<file path="src/rtl/simon64_128_encrypt.sv">
// Iterative SIMON64/128 encryptor: one round per clock, key schedule expanded on the fly.
// Define SIMON_RK_TAP_EN to expose the current round key (rk_tap) and round index (rk_idx).
module simon64_128_encrypt (
  input  logic         clk,
  input  logic         rst_n,
  input  logic         in_valid,
  output logic         in_ready,
  input  logic [63:0]  plaintext,
  input  logic [127:0] key,
  output logic         out_valid,
  input  logic         out_ready,
  output logic [63:0]  ciphertext
`ifdef SIMON_RK_TAP_EN
  ,
  output logic [31:0]  rk_tap,
  output logic [5:0]   rk_idx
`endif
);

  typedef enum logic [1:0] {IDLE, RUN, DONE} state_e;

  // z3 sequence, z[0] is the leftmost bit
  localparam logic [0:61] Z = 62'b11011011101011000110010111100000010010001010011100110100001111;
  localparam logic [5:0]  LAST_ROUND = 6'd43;

  state_e      state_q, state_d;
  logic [5:0]  r_q, r_d;
  logic [31:0] x_q, x_d, y_q, y_d;
  logic [31:0] w0_q, w0_d, w1_q, w1_d, w2_q, w2_d, w3_q, w3_d;
  logic [31:0] x_round, k_new, t;

  function automatic logic [31:0] rol(input logic [31:0] v, input int unsigned n);
    return (v << n) | (v >> (32 - n));
  endfunction

  function automatic logic [31:0] ror(input logic [31:0] v, input int unsigned n);
    return (v >> n) | (v << (32 - n));
  endfunction

  always_comb begin
    state_d = state_q;
    r_d     = r_q;
    x_d     = x_q;
    y_d     = y_q;
    w0_d    = w0_q;
    w1_d    = w1_q;
    w2_d    = w2_q;
    w3_d    = w3_q;

    x_round = y_q ^ (rol(x_q, 1) & rol(x_q, 8)) ^ rol(x_q, 2) ^ w0_q;
    t       = ror(w3_q, 3) ^ w1_q;
    t       = t ^ ror(t, 1);
    k_new   = ~w0_q ^ t ^ {31'd0, Z[r_q]} ^ 32'h3;

    case (state_q)
      IDLE: begin
        if (in_valid) begin
          x_d     = plaintext[63:32];
          y_d     = plaintext[31:0];
          w0_d    = key[31:0];
          w1_d    = key[63:32];
          w2_d    = key[95:64];
          w3_d    = key[127:96];
          r_d     = '0;
          state_d = RUN;
        end
      end
      RUN: begin
        x_d  = x_round;
        y_d  = x_q;
        w0_d = w1_q;
        w1_d = w2_q;
        w2_d = w3_q;
        w3_d = k_new;
        // r stops at the last round index so DONE still reports it
        if (r_q == LAST_ROUND) begin
          state_d = DONE;
        end else begin
          r_d = r_q + 6'd1;
        end
      end
      DONE: begin
        if (out_ready) state_d = IDLE;
      end
      default: state_d = IDLE;
    endcase
  end

  always_ff @(posedge clk or negedge rst_n) begin
    if (!rst_n) begin
      state_q <= IDLE;
      r_q     <= '0;
      x_q     <= '0;
      y_q     <= '0;
      w0_q    <= '0;
      w1_q    <= '0;
      w2_q    <= '0;
      w3_q    <= '0;
    end else begin
      state_q <= state_d;
      r_q     <= r_d;
      x_q     <= x_d;
      y_q     <= y_d;
      w0_q    <= w0_d;
      w1_q    <= w1_d;
      w2_q    <= w2_d;
      w3_q    <= w3_d;
    end
  end

  assign in_ready   = (state_q == IDLE);
  assign out_valid  = (state_q == DONE);
  assign ciphertext = {x_q, y_q};

`ifdef SIMON_RK_TAP_EN
  assign rk_tap = w0_q;
  assign rk_idx = r_q;
`endif

endmodule

</file>
<file path="config.mk">
export PLATFORM = sky130hd
export DESIGN_NAME = simon64_128_encrypt
export DESIGN_NICKNAME = d
export VERILOG_FILES = /design/src/rtl/simon64_128_encrypt.sv
export SDC_FILE = /design/constraint.sdc
export NUM_CORES = 1
export LEC_CHECK = 0
export CAP_MARGIN = 20
export CORE_UTILIZATION = 51
export CTS_CLUSTER_SIZE = 30
export DETAILED_ROUTE_END_ITERATION = 6
export GPL_TIMING_DRIVEN = 0
export PLACE_DENSITY = 0.8
export SLEW_MARGIN = 20
export SYNTH_ARGS = -nofsm -noshare
export SYNTH_HDL_FRONTEND = slang
export SYNTH_SLANG_ARGS = --single-unit
</file>
<file path="constraint.sdc">
create_clock -name clk -period 2.3 [get_ports clk]
set_clock_uncertainty 0.05 [all_clocks]
set_input_delay 0.23 -clock clk [delete_from_list [all_inputs] [get_ports clk]]
set_output_delay 0.23 -clock clk [all_outputs]
set_load 0.005 [all_outputs]
</file>
======== Word-level counts from Yosys, hierarchy flattened ========
Memory sizes are Yosys's and may differ from the RTL's.
Index checks and enable logic that the tools add are counted.
storage, ports and cells
  register bits ........................... 200
  bits in read-only memories .............. 64
  input bits .............................. 196
  output and inout bits ................... 66
  logic and storage cells ................. 60
  memories kept ........................... 1
cells by class
  $add $sub $neg .......................... 1
  order comparisons ....................... 1
  eq/ne operators ......................... 7
  mux-type cells .......................... 21
  bitwise logic cells ..................... 16
  reduce and logical (&&, ||, !) cells .... 5
memory list
  memory           depth  width  rd ports  clocked after memory_dff  write ports  line  RTL
  (no name shown)  64     1      1         0                         0            53    k_new = ~w0_q ^ t ^ {31'd0, Z[r_q]} ^ 32'h3;
operators by type and width
  operator                                                               count
  32-bit one-hot mux with 2 select lines                                 6
  32-bit two-way mux                                                     6
  32-bit XOR                                                             6
  32-bit bitwise AND                                                     1
  32-bit NOT                                                             1
  29-bit by 32-bit OR with 32-bit output                                 1
  31-bit by 32-bit OR with 32-bit output                                 1
  32-bit by 1-bit OR with 32-bit output                                  1
  32-bit by 2-bit OR with 32-bit output                                  1
  32-bit by 8-bit OR with 32-bit output                                  1
  32-bit by 1-bit XOR with 32-bit output                                 1
  6-bit two-way mux                                                      2
  6-bit one-hot mux with 2 select lines                                  1
  7-bit greater-or-equal comparator, second input constant               1
  6-bit NOT with 7-bit output                                            1
  6-bit by 1-bit adder with 6-bit output, second input constant          1
  6-bit equality test, second input constant                             1
  2-bit two-way mux                                                      3
  2-bit != test, second input constant                                   3
  2-bit one-hot mux with 3 select lines                                  1
  3-bit AND reduction                                                    2
  2-bit by 1-bit equality test with 1-bit output, second input constant  1
  2-bit equality test, second input constant                             1
  2-bit zero test                                                        1
  5 further kinds                                                        6

======== Logic depth before layout (Yosys ltp) ========
Gate-level depths: netlist of run 1.
  word-level depth ........................ 8
  mapped depth ............................ 7
  mapped depth without buffers ............ 7

======== Worst setup path after synthesis of run 1 ========
OpenSTA, ideal clock, no wires.
  path type ............................... register to register
  start point ............................. reg r_q[0]
  end point ............................... reg w3_q[0]
  setup time .............................. 0.131 ns
  arrival time ............................ 1.761 ns
  data required time ...................... 2.119 ns
  setup slack ............................. 0.358 ns
  stages on the path, launching flop included .. 8
  path buffers ............................ 0
  period minus slack after synthesis ...... 1.942 ns
  path through ............................ dfrtp_1 inv_1 ha_1 mux2_2 mux2i_1 a2111o_1 a211oi_1 a211oi_2
on the way
  word-level cells in the longest chain between the ends .. 7
ends and longest elaborated chain
  element                                               line  RTL
  from (decl)                                           27    logic [5:0] r_q, r_d;
  from (signal assigned)                                101   r_q <= r_d;
  6-bit NOT with 7-bit output (implied by the code)     53
  memory 64 x 1 bit                                     --
  1-bit two-way mux (implied by the code) (2 in a row)  53
  32-bit by 1-bit XOR with 32-bit output                53
  2-bit NOT (no source line)                            --
  32-bit one-hot mux with 2 select lines                55    case (state_q)
  to (signal assigned)                                  107   w3_q <= w3_d;
  to (decl)                                             29    logic [31:0] w0_q, w0_d, w1_q, w1_d, w2_q, w2_d, w3_q, w3_d;
Every way passes these cells. The select of a mux whose other input is x is not followed.
A chain may end at the register's enable or synchronous reset.

======== Worst setup path in the final report of run 1 ========
  start point ............................. reg state_q[1]
  end point ............................... reg w2_q[24]
on the way
  word-level cells in the longest chain between the ends .. 3
  elaborated cells on any way between the ends .. 6
  those cells by class .................... eq/ne: 2; mux: 1; reduce/logical: 3
ends and longest elaborated chain
  element                                                                                   line  RTL
  from (decl)                                                                               26    state_e state_q, state_d;
  from (signal assigned)                                                                    100   state_q <= state_d;
  2-bit by 1-bit equality test with 1-bit output / 2-bit zero test (equally long branches)  55
  2-bit nonzero test (no source line) / 2-bit != test (equally long branches)               --
  2-bit AND reduction (no source line)                                                      --
  to (signal assigned)                                                                      106   w2_q <= w2_d;
  to (decl)                                                                                 29
Several ways; a longest one is shown, not always the timed one.

==> impl_results.md, run 1 <==
* Outcome: finished clean
* Die width at 149 um
* Worst Tran Pin Value at 0.696 ns
* Top-level I/O count at 262
* Max_slew headroom at 0.536
* Die ar. at 0.0222 sq mm
* Synth Area in Adders at 0.00795
* Period minus WS final at 2.18 ns
* Number of port buffers at 261
* Chip height at 149 um
* Hold Fails Final Rpt at 0
* Core area at 0.0211 sq mm
* Worst Setup End Kind: flip-flop
* Mean Syn Cell Area at 8.24 sq um
* Clock-pin slew on the worst setup and hold paths at 0.07 ns
* Worst EP required at 2.60 ns
* Wire per inst at 19.2 um
* Sequential-to-total area share from yosys stat at 0.455
* Most frequent cells in the layout: 419 x nand2_1, 260 x clkdlybuf4s50_1, 200 x dfrtp_1, 191 x xnor2_1, 167 x nor2_1
* Total CTS buffers at 17
* CP bufs+invs at 2
* Vias per inst at 5.68
* Iteration count of the initial detailed-routing pass at 7
* Mux cell area share after synthesis at 0.00739
* Worst reg-to-reg path cell count at 5
* Synth warn at 0
* RSZ-0062 raised after global routing: false
* Vias in the first global route at 10.6k
* Compound-gate portion of the synthesized area at 0.114
* Async set or reset register ratio after synthesis at 1.00
* Crit-path slowest cell: clkbuf_1
* Share of cells above drive strength 1 at 0.0404
* Core Rows at 53
* TritonCTS clock tree: done
* Area post-placement at 0.0140 sq mm
* Post-synthesis instance area at 0.0110 sq mm
* Pwr Total at 26.3 mW
* Peak supply drop at 746 uV
* Iteration-0 DRC Markers at 925
* Worst path cell trace: nor2b_1, clkbuf_1, clkbuf_1, nand2_1, a31oi_1
* Initial Utilization at 0.522
* Main combinational cell family by area after synthesis: simple AND/OR/NAND/NOR gates
* Worst slack, placed at -0.0475 ns
* Placer Congestion at 0.939
* Period utilization at 0.948
* Hold WC Path Type: in -> async
* Critical path start-end classification: reg -> reg
* Layout area overhead at 32.9%
* Arr. time, crit path at 2.48 ns
* Static leakage at 6.12 nW
* DRC at 0
* Post-Synth Simple-Gate Area at 0.225
* Final setup margin at 0.119 ns
* Unique masters post-synth at 35
* Post-CTS Hold Buffers at 1
* Final setup viols at 0
* Largest net degree at the start of global routing at 75
* Prevailing post-synth register cell: dfrtp_1
* Initial antenna violation count at 1
* Post-Route WL at 36600 um
* Flops & latches, synth at 200
* Mapped Cells at 1337
* Synth top area share at 0.455
* Crit path max-delay family: buffers and inverters
* Min Hold Slack at 0.247 ns
* Vias after detailed routing at 10.8k
* Clock buffer depth at 2
* Fin nets at 1823
* Clock sinks at 200
* RR Endpoint: w2_q[24]
* CTS Root Cell: clkbuf_16
* H-tree level count at 4
* Synth top area cells: dfrtp_1 45%, xnor2_1 15%, nand2_1 14%
* Setup bufs post-CTS at 0
* Post-Synth XOR/XNOR Area at 0.154
* Crit-path max cell delay at 0.55 ns
* Largest area contributor in the netlist: dfrtp_1
* Most frequent CP cell: clkbuf_1
* Detailed Place HPWL at 27900 um
* RR Startpoint: state_q[1]
* Congestion Overflow GR at 0
* Fmax at 0.458 GHz
* First-pass GRT wire length at 56700 um
* Post-synth EDFFs at 0
* CP Max Fanout at 10
* Post-CTS sizing at 0
* Max-slew violation count at 0
* Startpoint type of the worst setup path: flip-flop
* Max cap viols at 0
* Most common cell after layout, fill and taps aside: nand2_1
* Pwr dens at 1800 mW/mm^2
* Worst skew pair latency at 0.45 ns
* Final instance area at 0.0146 sq mm
* Syn nets at 1540
* Tot GR Track Use at 0.336
* Total negative setup slack at 0 ns
* Detail Route Antenna Nets at 0
* Internal reg-to-reg setup slack at 0.12 ns
==> final cells by class <==
type / count / area (sq um)
clock inverters: 12 / 138
flip-flops and latches: 200 / 5000
inverters: 5 / 18.8
diodes: 1 / 2.50
multi-input cells: 1042 / 5600
fillers: 1664 / 6450
well taps: 275 / 344
plain buffers: 90 / 384
repair buffers: 264 / 2680
clock buffers: 20 / 457
==> worst max path at each step <==
stage               start       end  slack, ns  depth (start not counted)
6_report       state_q[1]  w2_q[24]       0.12                          5
5_1_grt            r_q[0]   w3_q[0]       0.04                          7
4_1_cts            r_q[0]   w3_q[0]       0.15                          7
3_5_place_dp     in_valid  w2_q[21]      -0.05                          6
3_3_place_gp        rst_n   y_q[26]      -7.40                          1
2_1_floorplan      r_q[0]   w3_q[0]       0.36                          7
==> cell usage after synthesis, types with 2 or more instances <==
cell type  number
nand2_1       419
and3_1         28
nor2b_1         2
a31oi_1       163
mux2i_1         7
inv_1           5
dfrtp_1       200
ha_1            7
xor2_1          3
or3_1           2
clkbuf_1       53
buf_1           9
o31ai_1         2
nand2b_1        4
xnor2_1       191
buf_2          25
a21oi_1        30
nor3_1          2
o21ai_0         2
buf_4           2
nor2_1        167
==> logic make-up (layout without fill, tap and decap cells) <==
| kind of cell | Yosys count | after routing |
|---|---|---|
| AOI/OAI and AO/OA | 204 | 204 |
| muxes | 8 | 8 |
| and+or+nand+nor | 629 | 629 |
| buffers and inverters | 95 | 391 |
| adders and majority gates | 7 | 7 |
| xor gates and xnor gates | 194 | 194 |
| DFF | 200 | 200 |
| other | 0 | 1 |
==> sequential cells by signal (all words and copies together) (netlist names) <==
name,count
w3_q,32
y_q,32
x_q,32
r_q,6
w1_q,32
w2_q,32
state_q,2
w0_q,32
==> per-stage QoR <==
stage / utilization / instances
after CTS: 0.694 / 1908
after detailed placement: 0.665 / 1875
after global routing: 0.694 / 1908
after global placement: 0.662 / 1873
final: 0.694 / 1909
after floorplan: - / 1337
==> power by group <==
part	switching, mW	internal (mW)	leakage, nW
Clock	1.43	1.68	0.288
Sequential	2.55	5.62	2.28
Combinational	7.41	7.62	3.55
==> worst register-to-register path, stage by stage (launching register included) <==
cell	delay, ns
dfrtp_1	0.46
nor2b_1	0.16
clkbuf_1	0.55
clkbuf_1	0.51
nand2_1	0.16
a31oi_1	0.22
==> routing by layer <==
layer | global-route usage | vias up | share of wire | wire length, um
met5 | 0 | - | 0 | 0
met4 | 0.124 | 0 | 0.030 | 1090
met3 | 0.0719 | 79 | 0.10 | 3700
met2 | 0.543 | 634 | 0.46 | 17000
met1 | 0.445 | 5153 | 0.40 | 14800
li1 | - | 4976 | - | -
Note: power is estimated with default switching activity, not from simulation.
==> run 2: changes to the inputs <==
- CORE_UTILIZATION: 51 -> 55
- DONT_BUFFER_PORTS: not set -> 1
- PLACE_DENSITY: 0.8 -> 0.68
- clock period: 2.3 -> 2.6 ns (I/O delays scaled with it)
==> impl_results.md, run 2 (synthesis results as in run 1) <==
* Outcome: complete, but fails checks (was finished clean)
* Failing checks: design-rule violations, negative hold slack
* H-tree level count at 4 (unchanged)
* Chip height at 143 um (was 149 um)
* Clock buffer depth at 2 (unchanged)
* Internal reg-to-reg setup slack at 0.41 ns (was 0.12 ns)
* Total CTS buffers at 17 (unchanged)
* Vias in the first global route at 9992 (was 10.6k)
* Worst skew pair latency at 0.44 ns (was 0.45 ns)
* Congestion Overflow GR at 0 (unchanged)
* Most common cell after layout, fill and taps aside: nand2_1 (unchanged)
* Fmax at 0.457 GHz (was 0.458 GHz)
* Arr. time, crit path at 2.44 ns (was 2.48 ns)
* Post-CTS sizing at 0 (unchanged)
* Iteration count of the initial detailed-routing pass at 7 (unchanged)
* Hold Fails Final Rpt at 200 (was 0)
* Worst EP required at 2.85 ns (was 2.60 ns)
* CP bufs+invs at 1 (was 2)
* Period utilization at 0.841 (was 0.948)
* Share of total power in the clock network at 0.124 (was 0.118)
* Detail Route Antenna Nets at 0 (unchanged)
* Crit path max-delay family: compound AO/OA/AOI/OAI gates (was buffers and inverters)
* Max cap viols at 0 (unchanged)
* Die width at 143 um (was 149 um)
* Core Rows at 51 (was 53)
* Top-level I/O count at 262 (unchanged)
* Max-slew violation count at 0 (unchanged)
* Placer Congestion at 0.905 (was 0.939)
* Total negative setup slack at 0 ns (unchanged)
* Peak supply drop at 739 uV (was 746 uV)
* Worst Tran Pin Value at 0.795 ns (was 0.696 ns)
* CP Max Fanout at 9 (was 10)
* Net Switching at 9.73 mW (was 11.4 mW)
* DRC at 9 (was 0)
* First-pass GRT wire length at 55300 um (was 56700 um)
* Part of the power in combinational logic at 0.542 (was 0.571)
* Most frequent cells in the layout: 419 x nand2_1, 200 x dfrtp_1, 191 x xnor2_1, 167 x nor2_1, 164 x dlygate4sd3_1 (was 419 x nand2_1, 260 x clkdlybuf4s50_1, 200 x dfrtp_1, 191 x xnor2_1, 167 x nor2_1)
* TritonCTS clock tree: done (unchanged)
* Pwr dens at 1620 mW/mm^2 (was 1800 mW/mm^2)
* Final setup viols at 0 (unchanged)
* Vias per inst at 5.71 (was 5.68)
* Period minus WS final at 2.19 ns (was 2.18 ns)
* Core area at 0.0195 sq mm (was 0.0211 sq mm)
* Fin nets at 1723 (was 1823)
* Setup bufs post-CTS at 0 (unchanged)
* Most Crowded Layer GR: met2 (unchanged)
* Layout area overhead at 23.3% (was 32.9%)
* Critical path start-end classification: reg -> reg (unchanged)
* Share of cells above drive strength 1 at 0.0398 (was 0.0404)
* Iteration-0 DRC Markers at 927 (was 925)
* Post-CTS Hold Buffers at 163 (was 1)
* Static leakage at 5.75 nW (was 6.12 nW)
* Worst path cell trace: inv_1, ha_1, mux2_2, mux2i_1, a2111o_1, a211oi_1, a211oi_2 (was nor2b_1, clkbuf_1, clkbuf_1, nand2_1, a31oi_1)
* Clock sinks at 200 (unchanged)
* GR Util met2 at 0.576 (was 0.543)
* Largest net degree at the start of global routing at 201 (was 75)
* Switch share at 0.442 (was 0.433)
* Startpoint type of the worst setup path: flip-flop (unchanged)
* Worst Setup End Kind: flip-flop (unchanged)
* M1 GR Usage at 0.460 (was 0.445)
* Die ar. at 0.0206 sq mm (was 0.0222 sq mm)
* Clock-pin slew on the worst setup and hold paths at 0.08 ns (was 0.07 ns)
* Internal Dissipation at 12.3 mW (was 14.9 mW)
* RSZ-0062 raised after global routing: false (unchanged)
* Initial antenna violation count at 0 (was 1)
* Post-Route WL at 36300 um (was 36600 um)
* Tot GR Track Use at 0.358 (was 0.336)
* Grt met3 use at 0.0943 (was 0.0719)
* Vias after detailed routing at 10.3k (was 10.8k)
* Number of port buffers at 0 (was 261)
* Min Hold Slack at -0.535 ns (was 0.247 ns)
* Initial Utilization at 0.564 (was 0.522)
* Detailed Place HPWL at 25500 um (was 27900 um)
* Wire per inst at 20.2 um (was 19.2 um)
* CTS Root Cell: clkbuf_16 (unchanged)
* Crit-path max cell delay at 0.54 ns (was 0.55 ns)
* Reg power frac at 0.334 (was 0.310)
* Max_slew headroom at 0.470 (was 0.536)
* Crit-path slowest cell: dfrtp_1 (was clkbuf_1)
* Hold WC Path Type: in -> async (unchanged)
-- run 2: changes by cell type in the layout (fill, tap and decap cells not counted) --
cell,before,now
dlygate4sd3_1,1,164
clkbuf_1,54,55
clkinv_4,1,2
buf_16,2,0
inv_6,5,2
clkbuf_8,2,3
clkdlybuf4s50_1,260,0
clkinv_2,2,1
buf_8,1,0
-- run 2: power groups by stage --
| stage | logic (mW) | registers, mW | clock network, mW |
|---|---|---|---|
| 6_report | 11.9 | 7.35 | 2.73 |
| 5_1_grt | 13.2 | 7.52 | 2.85 |
| 4_1_cts | 11.8 | 7.27 | 2.73 |
| 3_5_place_dp | 11.5 | 7.33 | 0 |
| 3_3_place_gp | 11.2 | 7.30 | 0 |
| 2_1_floorplan | 9.65 | 6.42 | 0 |
-- run 2: path summary, 6_finish.rpt --
path                       startpoint  endpoint  cells past startpoint
max                            r_q[0]   w3_q[0]                      7
min                             rst_n  w1_q[31]                      0
max reg2reg                    r_q[0]   w3_q[0]                      7
min reg2reg                  w2_q[21]  w2_q[21]                      2
max in group asynchronous       rst_n  w0_q[22]                      0
min in group clk             key[113]  w3_q[17]                      3
-- run 2: final cells by class --
class / instances / area, sq um
Timing Repair Buffer: 164 / 1640
Multi-Input combinational cell: 1042 / 5600
Clock inverter: 9 / 115
Clock buffer: 22 / 474
Antenna cell: 1 / 2.50
Buffer: 90 / 384
Sequential cell: 200 / 5000
Fill cell: 1586 / 5950
Tap cell: 265 / 332
Inverter: 5 / 18.8
-- run 2: stage by stage --
stage               utilization  area (sq um)  total power [mW]  setup WS (ns)  std cells
floorplan                     -         11000              16.1          0.658       1337
global placement          0.581         11300              18.5          0.510       1602
detailed placement        0.581         11300              18.8          0.477       1602
CTS                       0.695         13600              21.8          0.441       1796
global route              0.695         13600              23.6          0.272       1797
finish                    0.695         13600              22.0          0.412       1798
-- run 2: layer usage --
layer | part of all wire | vias to the layer above
li1 | - | 4765
met1 | 0.41 | 4852
met2 | 0.46 | 568
met3 | 0.10 | 83
met4 | 0.032 | 0
met5 | 0 | -
